==> src/rtl/axis_arb_pkg.sv <==
// Shared types and the round-robin search used by the AXI-Stream packet arbiter
// and by any later scheduler that needs the same fairness rule.
`timescale 1ns/1ps
package axis_arb_pkg;

  typedef enum logic [0:0] {
    ARB_IDLE = 1'b0,
    ARB_PASS = 1'b1
  } arb_state_t;

  localparam int MAX_INPUTS = 16;

  // First set request bit searching upward from last+1, wrapping at n.
  // Returns 0 when nothing is requested; callers qualify with |req.
  function automatic int rr_next(
    input logic [MAX_INPUTS-1:0] req,
    input int                    last,
    input int                    n
  );
    int         winner;
    logic       found;
    logic [3:0] idx;
    winner = 0;
    found  = 1'b0;
    for (int i = 1; i <= MAX_INPUTS; i++) begin
      idx = 4'((last + i) % n);
      if (!found && (i <= n) && req[idx]) begin
        winner = int'(idx);
        found  = 1'b1;
      end
    end
    return winner;
  endfunction

endpackage

==> src/rtl/axis_arb_mux_rr_select.sv <==
// Combinational round-robin priority selector: picks the next requester after
// the most recent owner, wrapping around the request vector.
`timescale 1ns/1ps
module rr_select #(
  parameter int N        = 2,
  parameter int IDX_BITS = $clog2(N)
) (
  input  logic [N-1:0]        i_req,
  input  logic [IDX_BITS-1:0] i_last,
  output logic [IDX_BITS-1:0] o_winner,
  output logic                o_any_req
);
  import axis_arb_pkg::*;

  logic [MAX_INPUTS-1:0] w_req_ext;

  always_comb begin
    w_req_ext        = '0;
    w_req_ext[N-1:0] = i_req;
    o_winner         = IDX_BITS'(rr_next(w_req_ext, int'(i_last), N));
    o_any_req        = |i_req;
  end

endmodule

==> src/rtl/axis_arb_mux.sv <==
// Packet-atomic round-robin AXI-Stream arbiter feeding one registered output
// beat; an owner keeps the output until its tlast beat has been accepted.
`timescale 1ns/1ps
module axis_arb_mux #(
  parameter int AXIS_BYTES     = 1,
  parameter int AXIS_USER_BITS = 1,
  parameter int NUM_INPUTS     = 2,
  parameter int IDX_BITS       = $clog2(NUM_INPUTS)
) (
  input  logic                                 clk,
  input  logic                                 aresetn,
  input  logic [NUM_INPUTS-1:0]                axis_i_tvalid,
  output logic [NUM_INPUTS-1:0]                axis_i_tready,
  input  logic [NUM_INPUTS*8*AXIS_BYTES-1:0]   axis_i_tdata,
  input  logic [NUM_INPUTS*AXIS_USER_BITS-1:0] axis_i_tuser,
  input  logic [NUM_INPUTS*AXIS_BYTES-1:0]     axis_i_tkeep,
  input  logic [NUM_INPUTS-1:0]                axis_i_tlast,
  output logic                                 axis_o_tvalid,
  input  logic                                 axis_o_tready,
  output logic [8*AXIS_BYTES-1:0]              axis_o_tdata,
  output logic [AXIS_USER_BITS-1:0]            axis_o_tuser,
  output logic [AXIS_BYTES-1:0]                axis_o_tkeep,
  output logic                                 axis_o_tlast,
  output logic [IDX_BITS-1:0]                  grant_idx,
  output logic                                 busy
);
  import axis_arb_pkg::*;

  localparam int DW = 8 * AXIS_BYTES;
  localparam int UW = AXIS_USER_BITS;
  localparam int KW = AXIS_BYTES;

  arb_state_t          r_state;
  logic [IDX_BITS-1:0] r_last_grant;
  logic [IDX_BITS-1:0] r_grant_idx;
  logic                r_busy;
  logic                r_o_tvalid;
  logic [DW-1:0]       r_o_tdata;
  logic [UW-1:0]       r_o_tuser;
  logic [KW-1:0]       r_o_tkeep;
  logic                r_o_tlast;

  logic [IDX_BITS-1:0]   w_winner;
  logic                  w_any_req;
  logic                  w_slot_ready;
  logic                  w_accept;
  logic [NUM_INPUTS-1:0] w_tready;
  logic                  w_sel_tvalid;
  logic                  w_sel_tlast;
  logic [DW-1:0]         w_sel_tdata;
  logic [UW-1:0]         w_sel_tuser;
  logic [KW-1:0]         w_sel_tkeep;

  rr_select #(
    .N        (NUM_INPUTS),
    .IDX_BITS (IDX_BITS)
  ) u_rr_select (
    .i_req     (axis_i_tvalid),
    .i_last    (r_last_grant),
    .o_winner  (w_winner),
    .o_any_req (w_any_req)
  );

  // Granted-slice multiplexer.
  always_comb begin
    w_sel_tvalid = axis_i_tvalid[r_grant_idx];
    w_sel_tlast  = axis_i_tlast[r_grant_idx];
    w_sel_tdata  = axis_i_tdata[int'(r_grant_idx)*DW +: DW];
    w_sel_tuser  = axis_i_tuser[int'(r_grant_idx)*UW +: UW];
    w_sel_tkeep  = axis_i_tkeep[int'(r_grant_idx)*KW +: KW];
  end

  // The output slot can take a beat when empty or being drained this cycle.
  always_comb begin
    w_slot_ready = !r_o_tvalid || axis_o_tready;
    w_tready     = '0;
    if (r_state == ARB_PASS) begin
      w_tready[r_grant_idx] = w_slot_ready;
    end else begin
      w_tready = '0;
    end
    w_accept = (r_state == ARB_PASS) && w_sel_tvalid && w_slot_ready;
  end

  // Arbitration state machine together with the one-beat output register.
  always_ff @(posedge clk or negedge aresetn) begin
    if (!aresetn) begin
      r_state      <= ARB_IDLE;
      r_last_grant <= IDX_BITS'(NUM_INPUTS - 1);
      r_grant_idx  <= '0;
      r_busy       <= 1'b0;
      r_o_tvalid   <= 1'b0;
      r_o_tdata    <= '0;
      r_o_tuser    <= '0;
      r_o_tkeep    <= '0;
      r_o_tlast    <= 1'b0;
    end else begin
      if (axis_o_tready) begin
        r_o_tvalid <= 1'b0;
      end
      // A new beat overrides the drain of the previous one.
      if (w_accept) begin
        r_o_tvalid <= 1'b1;
        r_o_tdata  <= w_sel_tdata;
        r_o_tuser  <= w_sel_tuser;
        r_o_tkeep  <= w_sel_tkeep;
        r_o_tlast  <= w_sel_tlast;
      end
      case (r_state)
        ARB_IDLE: begin
          if (w_any_req) begin
            r_grant_idx <= w_winner;
            r_busy      <= 1'b1;
            r_state     <= ARB_PASS;
          end
        end
        ARB_PASS: begin
          if (w_accept && w_sel_tlast) begin
            r_last_grant <= r_grant_idx;
            r_busy       <= 1'b0;
            r_state      <= ARB_IDLE;
          end
        end
        default: begin
          r_busy  <= 1'b0;
          r_state <= ARB_IDLE;
        end
      endcase
    end
  end

  assign axis_i_tready = w_tready;
  assign axis_o_tvalid = r_o_tvalid;
  assign axis_o_tdata  = r_o_tdata;
  assign axis_o_tuser  = r_o_tuser;
  assign axis_o_tkeep  = r_o_tkeep;
  assign axis_o_tlast  = r_o_tlast;
  assign grant_idx     = r_grant_idx;
  assign busy          = r_busy;

endmodule

==> config.mk <==
export PLATFORM = sky130hd
export DESIGN_NAME = axis_arb_mux
export DESIGN_NICKNAME = d
export VERILOG_FILES = /design/src/rtl/axis_arb_pkg.sv /design/src/rtl/axis_arb_mux_rr_select.sv /design/src/rtl/axis_arb_mux.sv
export SDC_FILE = /design/constraint.sdc
export NUM_CORES = 1
export LEC_CHECK = 0
export CAP_MARGIN = 20
export CORE_MARGIN = 2
export CORE_UTILIZATION = 40
export CTS_BUF_LIST = sky130_fd_sc_hd__clkbuf_4
export DETAILED_ROUTE_END_ITERATION = 10
export PLACE_DENSITY = 0.81
export SETUP_SLACK_MARGIN = 0.2
export SKIP_LAST_GASP = 1
export SYNTH_ARGS = -nofsm -noshare
export SYNTH_HDL_FRONTEND = slang
export SYNTH_SLANG_ARGS = --single-unit
==> constraint.sdc <==
create_clock -name clk -period 1.8 [get_ports clk]
set_clock_uncertainty 0.2 [all_clocks]
set_input_delay 0.18 -clock clk [delete_from_list [all_inputs] [get_ports clk]]
set_output_delay 0.18 -clock clk [all_outputs]
set_load 0.1 [all_outputs]
After elaboration in Yosys (flattened, before gate mapping)

Cells that the tools add are included.
W data, S select, Z words.

Word-level logic and storage cells: 59
ROM bits: 0
Memories: 0
RAM bits: 0
Input port bits: 27
Bits in latches: 0
Bits in registers: 16
Output and inout port bits: 16

Bitwise gates (word level): 4
$mul: 0
Equal/unequal tests: 2
$add $sub $neg: 2
Shift-type cells: 3
Magnitude comparators: 4
Reductions and logical operators: 13
Divide/modulo/power cells: 0
Muxes and demuxes: 22

Operators by type and width:

| kind                  | number |
|---|---|
| $mux W1               | 16 |
| $shiftx A16 B5 Y8     | 1 |
| $lt A4 B5 Y1 const B  | 2 |
| $reduce_and A2 Y1     | 3 |
| $logic_and A1 B1 Y1   | 5 |
| $bmux W1 S2           | 2 |
| $ne A2 B1 Y1 const B  | 2 |
| $pmux W1 S2           | 2 |
| $shiftx A2 B2 Y1      | 2 |
| $add A1 B1 Y1 const B | 2 |
| $and A1 B1 Y1 const A | 2 |
| $and A2 B2 Y2         | 1 |
| $logic_not A1 Y1      | 2 |
| $lt A1 B2 Y1 const B  | 1 |
| $mux W2               | 1 |
| $reduce_bool A2 Y1    | 1 |
| $reduce_or A2 Y1      | 1 |
| $demux W1 S1          | 1 |
| $ge A1 B1 Y1 const B  | 1 |
| $logic_or A1 B1 Y1    | 1 |
| $not A1 Y1            | 1 |

Depth between registers and ports, before layout

Word-level depth: 8
Mapped depth: 5
Mapped depth without buffers: 3

Hierarchy

From an unflattened synthesis, not the netlist that was laid out.

Cells, all modules: 59
Area total of the unflattened synthesis: 842.1 µm²

By module, submodules not included:

| module       | sequential area each (µm²) | cells an instance | instances | area an instance (µm²) |
|---|---|---|---|---|
| axis_arb_mux | 401.6                      | 57                | 1         | 828.3 |
| rr_select    | 0.0                        | 2                 | 1         | 13.8 |

Worst setup path before layout

No wires, ideal clock.

Path kind: reg-to-output
Start point: reg r_grant_idx, in the netlist grant_idx
End point: out axis_i_tready[0]
Setup slack: -1.048 ns
Required time: 1.420 ns
Arrival: 2.468 ns
Buffers on the path: 2
Cell stages (with the launch flop): 4
Cells stage by stage: dfrtp_1 > buf_6 > buf_2 > nor2_1

Word-level cells in the longest chain between the ends: 6
Elaborated cells on any way between the ends: 7
Classes of those cells: 2 x order compare; 3 x mux; 1 x bitwise; 1 x reduce/logical

RTL lines:

| item                                                                      | RTL line            | RTL |
|---|---|---|
| from (decl)                                                               | axis_arb_mux.sv:35  | `logic [IDX_BITS-1:0] r_grant_idx;` |
| from (signal assigned)                                                    | axis_arb_mux.sv:112 | `r_grant_idx <= w_winner;` |
| $lt A1 B2 Y1 (not written as such) / $ge A1 B1 Y1 (equally long branches) | axis_arb_mux.sv:78  | `w_tready[r_grant_idx] = w_slot_ready;` |
| $logic_and A1 B1 Y1 (not written as such)                                 | axis_arb_mux.sv:78  |  |
| $mux W1 (not written as such)                                             | axis_arb_mux.sv:78  |  |
| $demux W1 S1 *                                                            | axis_arb_mux.sv:78  |  |
| $and A2 B2 Y2 (no line) *                                                 | n/a                 |  |
| $mux W2 *                                                                 | axis_arb_mux.sv:77  | `if (r_state == ARB_PASS) begin` |
| to (decl)                                                                 | axis_arb_mux.sv:13  | `output logic [NUM_INPUTS-1:0] axis_i_tready,` |

Mark *: on every way between the ends. The rest lies on a longest branch, timed or not.

Worst setup path after layout

Start point: reg r_grant_idx, in the netlist grant_idx
End point: out axis_i_tready[1]

Same word-level chain as after synthesis.

==> out/metrics.yaml <==
final_layout:
  diodes: 0
  area_delta_synth_final_pct: 89.3
  fin_util_pct: 79.9
  layout.nets: 141
  drive_gt1_share_pct: 54.9
  final_common_cell: "clkdlybuf4s50_1"
  layout_common_cells: "clkdlybuf4s50_1, buf_12, dfrtp_1"
floorplan:
  core_area_sq_mm: 0.00196
  die_w_um: 49.5
  initial_core_util_pct: 42.2
  io_pins: 43
  die_h_um: 49.5
  die_area_sq_mm: 0.00245
  row_count: 16
global_routing:
  grt.overflow.total: 0
  grt_pass1_vias: 769
  grt_max_degree: 17
  grt_pass1_wl_um: 3480
  antenna_found_initial: 0
  grt.total_usage_pct: 19.0
setup_path:
  cp-start-kind: "flip-flop"
  crit_path_end_kind: "primary output"
  worstPathRequired_ns: 1.42
  critPathKind: "flip-flop to primary output"
  critPathArrivalTime_ns: 1.31
  path_max_fanout: 9
clock_network:
  insertion_delay_ns: 0.28
  root_buffer: "clkbuf_4"
  cts_buffers: 3
  cts.path.max_buffers: 2
  cts_hold_repair.buffers: 0
  cts_sinks: 16
  cts_tree: "yes"
  cts_max_level: 1
  path_clk_slew_ns: 0.10
timing:
  rsz0062_at_grt: "true"
  setup_viol: 0
  timing.fmax_ghz: 0.593
  tightest_slew_ns: 0.205
  hold_violations: 0
  fin_crit_ns: 1.69
  slew_viol_final: 0
  relSlewSlack_pct: 86.3
  post-route-period-util_pct: 93.7
outcome:
  outcome: "finished clean"
route:
  dr_total_vias: 685
  drc: 0
  ant_nets: 0
  firstDrtPassIters: 4
  first_iter_violations: 15
  avgRoutedWirePerCell_um: 15.2
  drt-vias-per-instance: 4.89
  routed_wl_um: 2130
min_path:
  hold_class: "input port to async pin"
synth:
  syn_nets: 87
  ys_types: 18
  syn_area_sq_um: 828
  syn_inst: 60
  avgSynthCellArea_sq_um: 13.8
  seq_area_frac_synth_pct: 48.5
  synth_warnings: 0
  synth_seq_cells: 16
placement:
  dp_hpwl_um: 1550
  port_buffers: 42
  gp_congestion: 0.733
run:
  maxCapViolations: 0
==> final cells by class <==
cell class | count | area [sq um]
Timing Repair Buffer | 51 | 659
Fill cell | 115 | 394
Multi-Input combinational cell | 41 | 433
Inverter | 1 | 3.75
Clock buffer | 4 | 30.0
Tap cell | 27 | 33.8
Sequential cell | 16 | 408
==> worst paths after layout <==
kind                            cells after the start          endpoint  slack [ns]       startpoint
worst min-delay path                                2   axis_o_tdata[0]        0.01          aresetn
min in group clk                                    3      r_last_grant        0.30  axis_i_tlast[1]
max in group asynchronous                           2      r_last_grant        1.13          aresetn
worst max-delay path                                3  axis_i_tready[1]        0.11        grant_idx
worst max register to register                      4      axis_o_tlast        0.13        grant_idx
worst min register to register                      1      r_last_grant        0.33     r_last_grant
==> cells by family after synthesis <==
group / count (synthesis) / synth area share [%]
muxes: 22 / 34.0
DFF: 16 / 48.5
and+or+nand+nor: 13 / 8.46
AOI/OAI and AO/OA: 5 / 5.29
buffers and inverters: 4 / 3.78
==> metal layers <==
metal	global-route usage (%)	vias up	routed length (um)	share of wire [%]
li1	-	319	-	-
met1	22.1	324	834	39
met2	31.5	38	1090	51
met3	5.15	4	169	7.9
met4	11.1	0	36	1.7
met5	0	-	0	0
==> critical path: stages, from the launching register on <==
cell and delay [ns]:
dfrtp_4 0.50, buf_6 0.16, and3_2 0.20, buf_12 0.17
==> flip-flops by register name, indices dropped and copies added, names as in the netlist <==
register and flops:
axis_o_tlast 1, r_last_grant 1, axis_o_tvalid 1, axis_o_tuser 1, grant_idx 1, axis_o_tkeep 1
busy 1, axis_o_tdata 8, r_state 1
==> synth_stat cells, drive strengths merged <==
cell,count,area share [%]
a32o,1,1.2
nand4,1,0.76
nor2,3,1.4
o2bb2ai,1,1.1
nand2,6,2.7
dfrtp,15,45
a21boi,1,0.91
and3,1,0.76
mux2,22,34
nand2b,1,0.76
nand3,1,2.1
dfstp,1,3.2
inv,1,0.45
buf,3,3.3
o21a,1,0.91
a21bo,1,1.2
==> through the flow <==
stage                     setup slack [ns]  TNS (ns)  instances  hold WS [ns]  cell area, sq um
after CTS                            0.117         0        137      0.000196              1540
after floorplan                     -0.167     -1.59         60        -0.316               846
after global routing                0.0753         0        140        0.0307              1570
after global placement              0.0129         0        132         0.277              1470
after detailed placement           -0.0212   -0.0413        132         0.312              1470
final                                0.113         0        140        0.0119              1570
==> timing repair <==
| item | in CTS | in global routing |
|---|---|---|
| pin swaps | 2 | 2 |
| gates cloned | 1 | 0 |
| setup endpoints to repair | 13 | 16 |
| hold endpoints to repair | 0 | 0 |
| buffers inserted | 0 | 3 |
| gates resized for setup | 5 | 3 |
Power is left out: the tool's default activity adds up to more than one toggle a clock period on the data nets, which glitch-free logic cannot reach.
